`src/rtl/regfile_tagged.sv`:
```
// Architectural register file with per-register rename state (busy bit plus the
// youngest producer's ROB tag). Two combinational read ports bypass a same-cycle commit.
module regfile_tagged #(
  parameter int DATA_WIDTH = 32,
  parameter int ADDR_WIDTH = 5,
  parameter int TAG_WIDTH  = 4
) (
  input  logic                  clk,
  input  logic                  rst,
  input  logic                  rdy,
  input  logic                  iss_valid,
  input  logic [ADDR_WIDTH-1:0] iss_rd,
  input  logic [TAG_WIDTH-1:0]  iss_tag,
  input  logic                  cmt_valid,
  input  logic [ADDR_WIDTH-1:0] cmt_rd,
  input  logic [TAG_WIDTH-1:0]  cmt_tag,
  input  logic [DATA_WIDTH-1:0] cmt_data,
  input  logic                  flush,
  input  logic [ADDR_WIDTH-1:0] rs1_addr,
  input  logic [ADDR_WIDTH-1:0] rs2_addr,
  output logic [DATA_WIDTH-1:0] rs1_data,
  output logic [DATA_WIDTH-1:0] rs2_data,
  output logic                  rs1_busy,
  output logic                  rs2_busy,
  output logic [TAG_WIDTH-1:0]  rs1_tag,
  output logic [TAG_WIDTH-1:0]  rs2_tag,
  output logic [ADDR_WIDTH:0]   busy_cnt
);

  localparam int NUM_REGS = 2 ** ADDR_WIDTH;
  localparam int CNT_W    = ADDR_WIDTH + 1;

  logic [DATA_WIDTH-1:0] data_r     [NUM_REGS];
  logic [TAG_WIDTH-1:0]  tag_r      [NUM_REGS];
  logic [TAG_WIDTH-1:0]  tag_nxt_s  [NUM_REGS];
  logic [NUM_REGS-1:0]   busy_r;
  logic [NUM_REGS-1:0]   busy_nxt_s;
  logic [CNT_W-1:0]      busy_cnt_r;
  logic                  cmt_en_s;
  logic                  iss_en_s;
  logic                  flush_en_s;
  logic                  cmt_hit_s;

  function automatic logic [CNT_W-1:0] popcount(input logic [NUM_REGS-1:0] v);
    logic [CNT_W-1:0] c;
    c = {CNT_W{1'b0}};
    for (int i = 0; i < NUM_REGS; i++) begin
      c = c + {{(CNT_W-1){1'b0}}, v[i]};
    end
    return c;
  endfunction

  // Qualify requests; register 0 is hardwired and ignores issue and commit.
  always_comb begin
    cmt_en_s   = rdy & cmt_valid & (cmt_rd != {ADDR_WIDTH{1'b0}});
    iss_en_s   = rdy & iss_valid & (iss_rd != {ADDR_WIDTH{1'b0}}) & ~flush;
    flush_en_s = rdy & flush;
    // A commit only retires the register if it is still the youngest producer.
    cmt_hit_s  = cmt_en_s & busy_r[cmt_rd] & (tag_r[cmt_rd] == cmt_tag);
  end

  // Next rename state: flush beats issue, issue beats the commit clear.
  always_comb begin
    busy_nxt_s = busy_r;
    for (int i = 0; i < NUM_REGS; i++) begin
      tag_nxt_s[i] = tag_r[i];
      if (flush_en_s) begin
        busy_nxt_s[i] = 1'b0;
      end else if (iss_en_s && (iss_rd == ADDR_WIDTH'(i))) begin
        busy_nxt_s[i] = 1'b1;
      end else if (cmt_hit_s && (cmt_rd == ADDR_WIDTH'(i))) begin
        busy_nxt_s[i] = 1'b0;
      end else begin
        busy_nxt_s[i] = busy_r[i];
      end
      if (iss_en_s && (iss_rd == ADDR_WIDTH'(i))) begin
        tag_nxt_s[i] = iss_tag;
      end else begin
        tag_nxt_s[i] = tag_r[i];
      end
    end
  end

  // Rename state and busy counter; every enable above is gated by rdy.
  always_ff @(posedge clk or posedge rst) begin
    if (rst) begin
      busy_r     <= {NUM_REGS{1'b0}};
      busy_cnt_r <= {CNT_W{1'b0}};
      for (int i = 0; i < NUM_REGS; i++) begin
        tag_r[i] <= {TAG_WIDTH{1'b0}};
      end
    end else begin
      busy_r     <= busy_nxt_s;
      busy_cnt_r <= popcount(busy_nxt_s);
      for (int i = 0; i < NUM_REGS; i++) begin
        tag_r[i] <= tag_nxt_s[i];
      end
    end
  end

  // Committed values; the data write happens even for stale tags and under flush.
  always_ff @(posedge clk or posedge rst) begin
    if (rst) begin
      for (int i = 0; i < NUM_REGS; i++) begin
        data_r[i] <= {DATA_WIDTH{1'b0}};
      end
    end else begin
      for (int i = 0; i < NUM_REGS; i++) begin
        if (cmt_en_s && (cmt_rd == ADDR_WIDTH'(i))) begin
          data_r[i] <= cmt_data;
        end
      end
    end
  end

  // Read port 1 with commit bypass.
  always_comb begin
    rs1_data = data_r[rs1_addr];
    rs1_busy = busy_r[rs1_addr];
    rs1_tag  = tag_r[rs1_addr];
    if (rs1_addr == {ADDR_WIDTH{1'b0}}) begin
      rs1_data = {DATA_WIDTH{1'b0}};
      rs1_busy = 1'b0;
      rs1_tag  = {TAG_WIDTH{1'b0}};
    end else if (cmt_hit_s && (rs1_addr == cmt_rd)) begin
      rs1_data = cmt_data;
      rs1_busy = 1'b0;
    end else begin
      rs1_data = data_r[rs1_addr];
      rs1_busy = busy_r[rs1_addr];
    end
  end

  // Read port 2 with commit bypass.
  always_comb begin
    rs2_data = data_r[rs2_addr];
    rs2_busy = busy_r[rs2_addr];
    rs2_tag  = tag_r[rs2_addr];
    if (rs2_addr == {ADDR_WIDTH{1'b0}}) begin
      rs2_data = {DATA_WIDTH{1'b0}};
      rs2_busy = 1'b0;
      rs2_tag  = {TAG_WIDTH{1'b0}};
    end else if (cmt_hit_s && (rs2_addr == cmt_rd)) begin
      rs2_data = cmt_data;
      rs2_busy = 1'b0;
    end else begin
      rs2_data = data_r[rs2_addr];
      rs2_busy = busy_r[rs2_addr];
    end
  end

  assign busy_cnt = busy_cnt_r;

endmodule

```
`config.mk`:
```
export PLATFORM = sky130hd
export DESIGN_NAME = regfile_tagged
export DESIGN_NICKNAME = d
export VERILOG_FILES = /design/src/rtl/regfile_tagged.sv
export SDC_FILE = /design/constraint.sdc
export NUM_CORES = 2
export LEC_CHECK = 0
export CAP_MARGIN = 30
export CORE_ASPECT_RATIO = 0.6
export CORE_MARGIN = 4
export CORE_UTILIZATION = 35
export DETAILED_ROUTE_END_ITERATION = 8
export DONT_BUFFER_PORTS = 1
export GPL_TIMING_DRIVEN = 1
export HOLD_SLACK_MARGIN = 0.12
export SYNTH_ARGS = -nofsm -noshare
export SYNTH_HDL_FRONTEND = slang
export SYNTH_SLANG_ARGS = --single-unit
```
`constraint.sdc`:
```
create_clock -name clk -period 49.3 [get_ports clk]
set_clock_uncertainty 0.15 [all_clocks]
set_input_delay 7.395 -clock clk [delete_from_list [all_inputs] [get_ports clk]]
set_output_delay 7.395 -clock clk [all_outputs]
set_load 0.1 [all_outputs]
```
==> flow_summary_export.csv <==
group,metric,value,unit
placement,dp_hpwl,110.8,mm
logic_synthesis,synth.distinct_cells,54,
power,irDropWorstVdd,0.00002748,V
sta,layout_min_cycle_time,19.05,ns
placement,place_congestion,0.9064,
worst_setup_path,r2r_start,"tag_r[120]",
routing,avgViaCountPerCell,6.097,
routing,antenna_left,0,
sta,finalMaxSlewViolations,162,
routing,wl_per_cell,31.27,um
sta,fin_hold_ws,0.2433,ns
worst_setup_path,cpPeakStageDelay,0.77,ns
die,die_x,570.4,um
worst_hold_path,hold_depth,0,
worst_hold_path,whs_endpoint,"data_r[1001]",
sta,fmax,52.50,MHz
logic_synthesis,yosysSeqAreaShare,44.83,%
routing,wl,206.7,mm
worst_setup_path,rr_endpoint,"busy_cnt[4]",
outcome,violations,"design-rule violations, max-slew violations",
worst_setup_path,reg2regPathDepth,25,
clock_network,hold_buffers,0,
logic_synthesis,syn_area,66430,um2
run,maxCapViolations,0,
logic_synthesis,synth_ff_type,"dfrtp_1",
worst_setup_path,arrival,11.50,ns
worst_setup_path,worstPathMaxFanout,45,
logic_synthesis,synth_fp_nets,4357,
logic_synthesis,ys_warn_count,0,
global_route,grt_pass1_wl,303.9,mm
die,start_util,35.32,%
worst_hold_path,min_from,"data_r[1001]",
die,fp.coreArea,188100,um2
global_route,overflow,0,
worst_setup_path,path_cells,"mux2_2 -> and3_1 -> a2111o_1 -> o22ai_1 -> xnor2_1 -> nor3_4 -> buf_4 -> nand3_4 -> buf_4 -> mux2i_4",
worst_setup_path,r2r_slack,41.79,ns
worst_setup_path,endpoint_kind,"primary output",
sta,fin_tns_setup,0,ns
worst_setup_path,critPathLaunch,"cmt_rd[3]",
clock_network,clock_latency,0.76,ns
cells_and_area,layout.nets,4111,
worst_setup_path,slowest_stage,"mux2i_4",
clock_network,numCtsBuffers,115,
logic_synthesis,synth_edf_count,0,
global_route,grt_max_degree,299,
logic_synthesis,synth.top_cell.area_share,44.83,%
routing,dr.first_iter.drc_count,3837,
clock_network,cts_num_sinks,1190,
sta,setup_viol,0,
sta,relSlewSlack,-49.98,%
global_route,grt_pass1_vias,40997,
logic_synthesis,syn_inst,4260,
power,power_density,35.65,nW/um2
sta,tightest_slew,2.250,ns
worst_setup_path,crit_top_cell,"buf_4",
global_route,grt.total_usage,20.90,%
logic_synthesis,avgSynthCellArea,15.59,um2
sta,rsz0062_at_grt,"false",
cells_and_area,drive_gt1_share,57.88,%
routing,route.detailed.drc,18,
die,num_io_pins,146,
logic_synthesis,async_flop_share,100.0,%
die,fp.dieH,345.5,um
clock_network,cts_root_buffer,"clkbuf_16",
logic_synthesis,ys_ff_latch,1190,
clock_network,clock_path_buffers,3,
power,leakage,31.95,nW
routing,vias,40311,
worst_setup_path,start_kind,"input port",
logic_synthesis,synth_top_cell_by_area,"dfrtp_1",
worst_setup_path,crit_type,"in2out",
clock_network,cts_tree,"built",
sta,hold_violations,0,
die,rows,123,
outcome,status,"finished with violations",
sta,fin_crit_sh,38.63,%
worst_setup_path,crit_required,41.76,ns
placement,port_buffers,0,
clock_network,cts_setup_buffers,0,
clock_network,cts.clk_slew.worst_paths,0.06,ns
routing,drt-pass1-iter-count,9,
worst_hold_path,hold_class,"reg2reg",
clock_network,cts_resized,0,
global_route,antenna_found_initial,2,
cells_and_area,diodes,0,
clock_network,h-tree-depth,3,
logic_synthesis,synth_area_leaders,"dfrtp_1 (45%), mux4_2 (26%), mux2_2 (20%), clkbuf_1 (1.8%), mux2i_1 (1.6%)",
cells_and_area,synthToLayoutAreaGrowth,11.37,%
die,dieArea,197100,um2
==> kinds of logic after synthesis <==
logic type	Yosys count	synth area share (%)
xor gates and xnor gates	17	0.2241
adders and majority gates	31	0.8551
AOI/OAI and AO/OA	79	0.9644
DFF	1190	44.83
muxes	2056	47.56
and+or+nand+nor	369	2.466
buffers and inverters	518	3.104
==> Yosys cell counts (all sizes together), types with 2 or more instances <==
cell	count
nand3	29
xor2	6
nor2b	13
a21o	3
mux4	761
a211oi	3
and2	6
a22oi	6
or2	4
xnor2	11
and3	6
clkbuf	325
nor4	2
o22ai	6
o211a	6
inv	41
ha	7
dfrtp	1190
a21oi	7
nor3	41
nand2b	7
mux2	1192
a311oi	15
buf	152
a221oi	3
mux2i	103
o32ai	2
nand2	173
nand4	2
nor2	81
o211ai	11
a311o	8
fa	24
==> metal layers <==
layer	track usage (%)	vias up	wire (um)
met4	5.252	4	5680
li1	-	16043	-
met3	6.243	363	18850
met5	0	-	44
met1	30.84	22226	92200
met2	30.05	1675	89960
==> worst max-delay path by stage <==
stage	endpoint	slack, ns	depth (start not counted)
finish	rs1_data[4]	30.25	10
global route	rs2_data[3]	30.07	10
CTS	rs2_data[3]	30.00	10
detailed placement	rs2_data[3]	30.03	9
global placement	rs1_data[3]	30.08	10
floorplan	busy_cnt[0]	8.23	1
==> registers in the layout, summed over array words and instances, names as in the netlist <==
name      cells
busy_cnt      6
tag_r       128
busy_r       32
data_r     1024
==> stage by stage <==
stage               worst slack [ns]  power, mW  instances  area, um2  utilization [%]
floorplan                      8.232      1.598       4260      66430                -
global placement               30.08      1.659       6363      69310            36.85
detailed placement             30.03      1.677       6388      69650            37.04
CTS                            30.00      2.658       6603      73810            39.25
global route                   30.07      2.741       6612      73980            39.34
finish                         30.25      2.638       6612      73980            39.34
==> worst max-delay path, delay by kind of cell <==
family | cells | cell delay [ns]
compound gates | 2 | 0.64
xor+xnor | 1 | 0.17
mux | 2 | 1.09
simple gates | 3 | 1.02
buf+inv | 2 | 1.04
==> report_power, final <==
part           internal, mW  switching (mW)  total (mW)
combinational         0.271           0.209       0.479
sequential             1.09          0.0890        1.18
clock                 0.563           0.413       0.976
total                  1.93           0.711        2.64
==> layout by cell type, fill, tap and decap left out, types with 6 or more instances in the layout <==
master     netlist  layout
mux2i_1        103      39
inv_1           41      40
clkbuf_16        0     115
o211a_1          6       6
buf_6            9       6
nand3_1         27      22
clkbuf_1       325      17
bufinv_16        0      16
and2_1           6       6
nor2_1          81      53
fa_1            24      24
nor3_1          40      38
mux2i_4          0      39
nor2_4           0      20
o22ai_1          6       6
mux4_2         761     761
clkbuf_8         0      32
xnor2_1         11      11
buf_4            1      79
xor2_1           6       6
nand2_4          0       6
buf_16           0      16
dfrtp_1       1190    1190
clkinv_2         0      22
buf_8            0       8
and3_1           6       6
nand3_4          2       7
nor2b_1         13      13
a22oi_1          6       6
nand2_1        173     167
a21oi_1          7       7
ha_1             7       7
o211ai_1        11      11
a311o_1          8       8
mux2_2        1192    1192
a311oi_1        15      15
mux2i_2          0      25
nand2b_1         7       7
nor2_2           0       8
==> final cells by class <==
cell class,count,area [um2]
flip-flops and latches,1190,29780
fillers,17086,114100
inverters,41,161.4
repair buffers,114,1291
well taps,2500,3128
clock buffers,164,3382
multi-input cells,2552,35470
clock inverters,51,770.7
(Power assumes the default switching activity.)
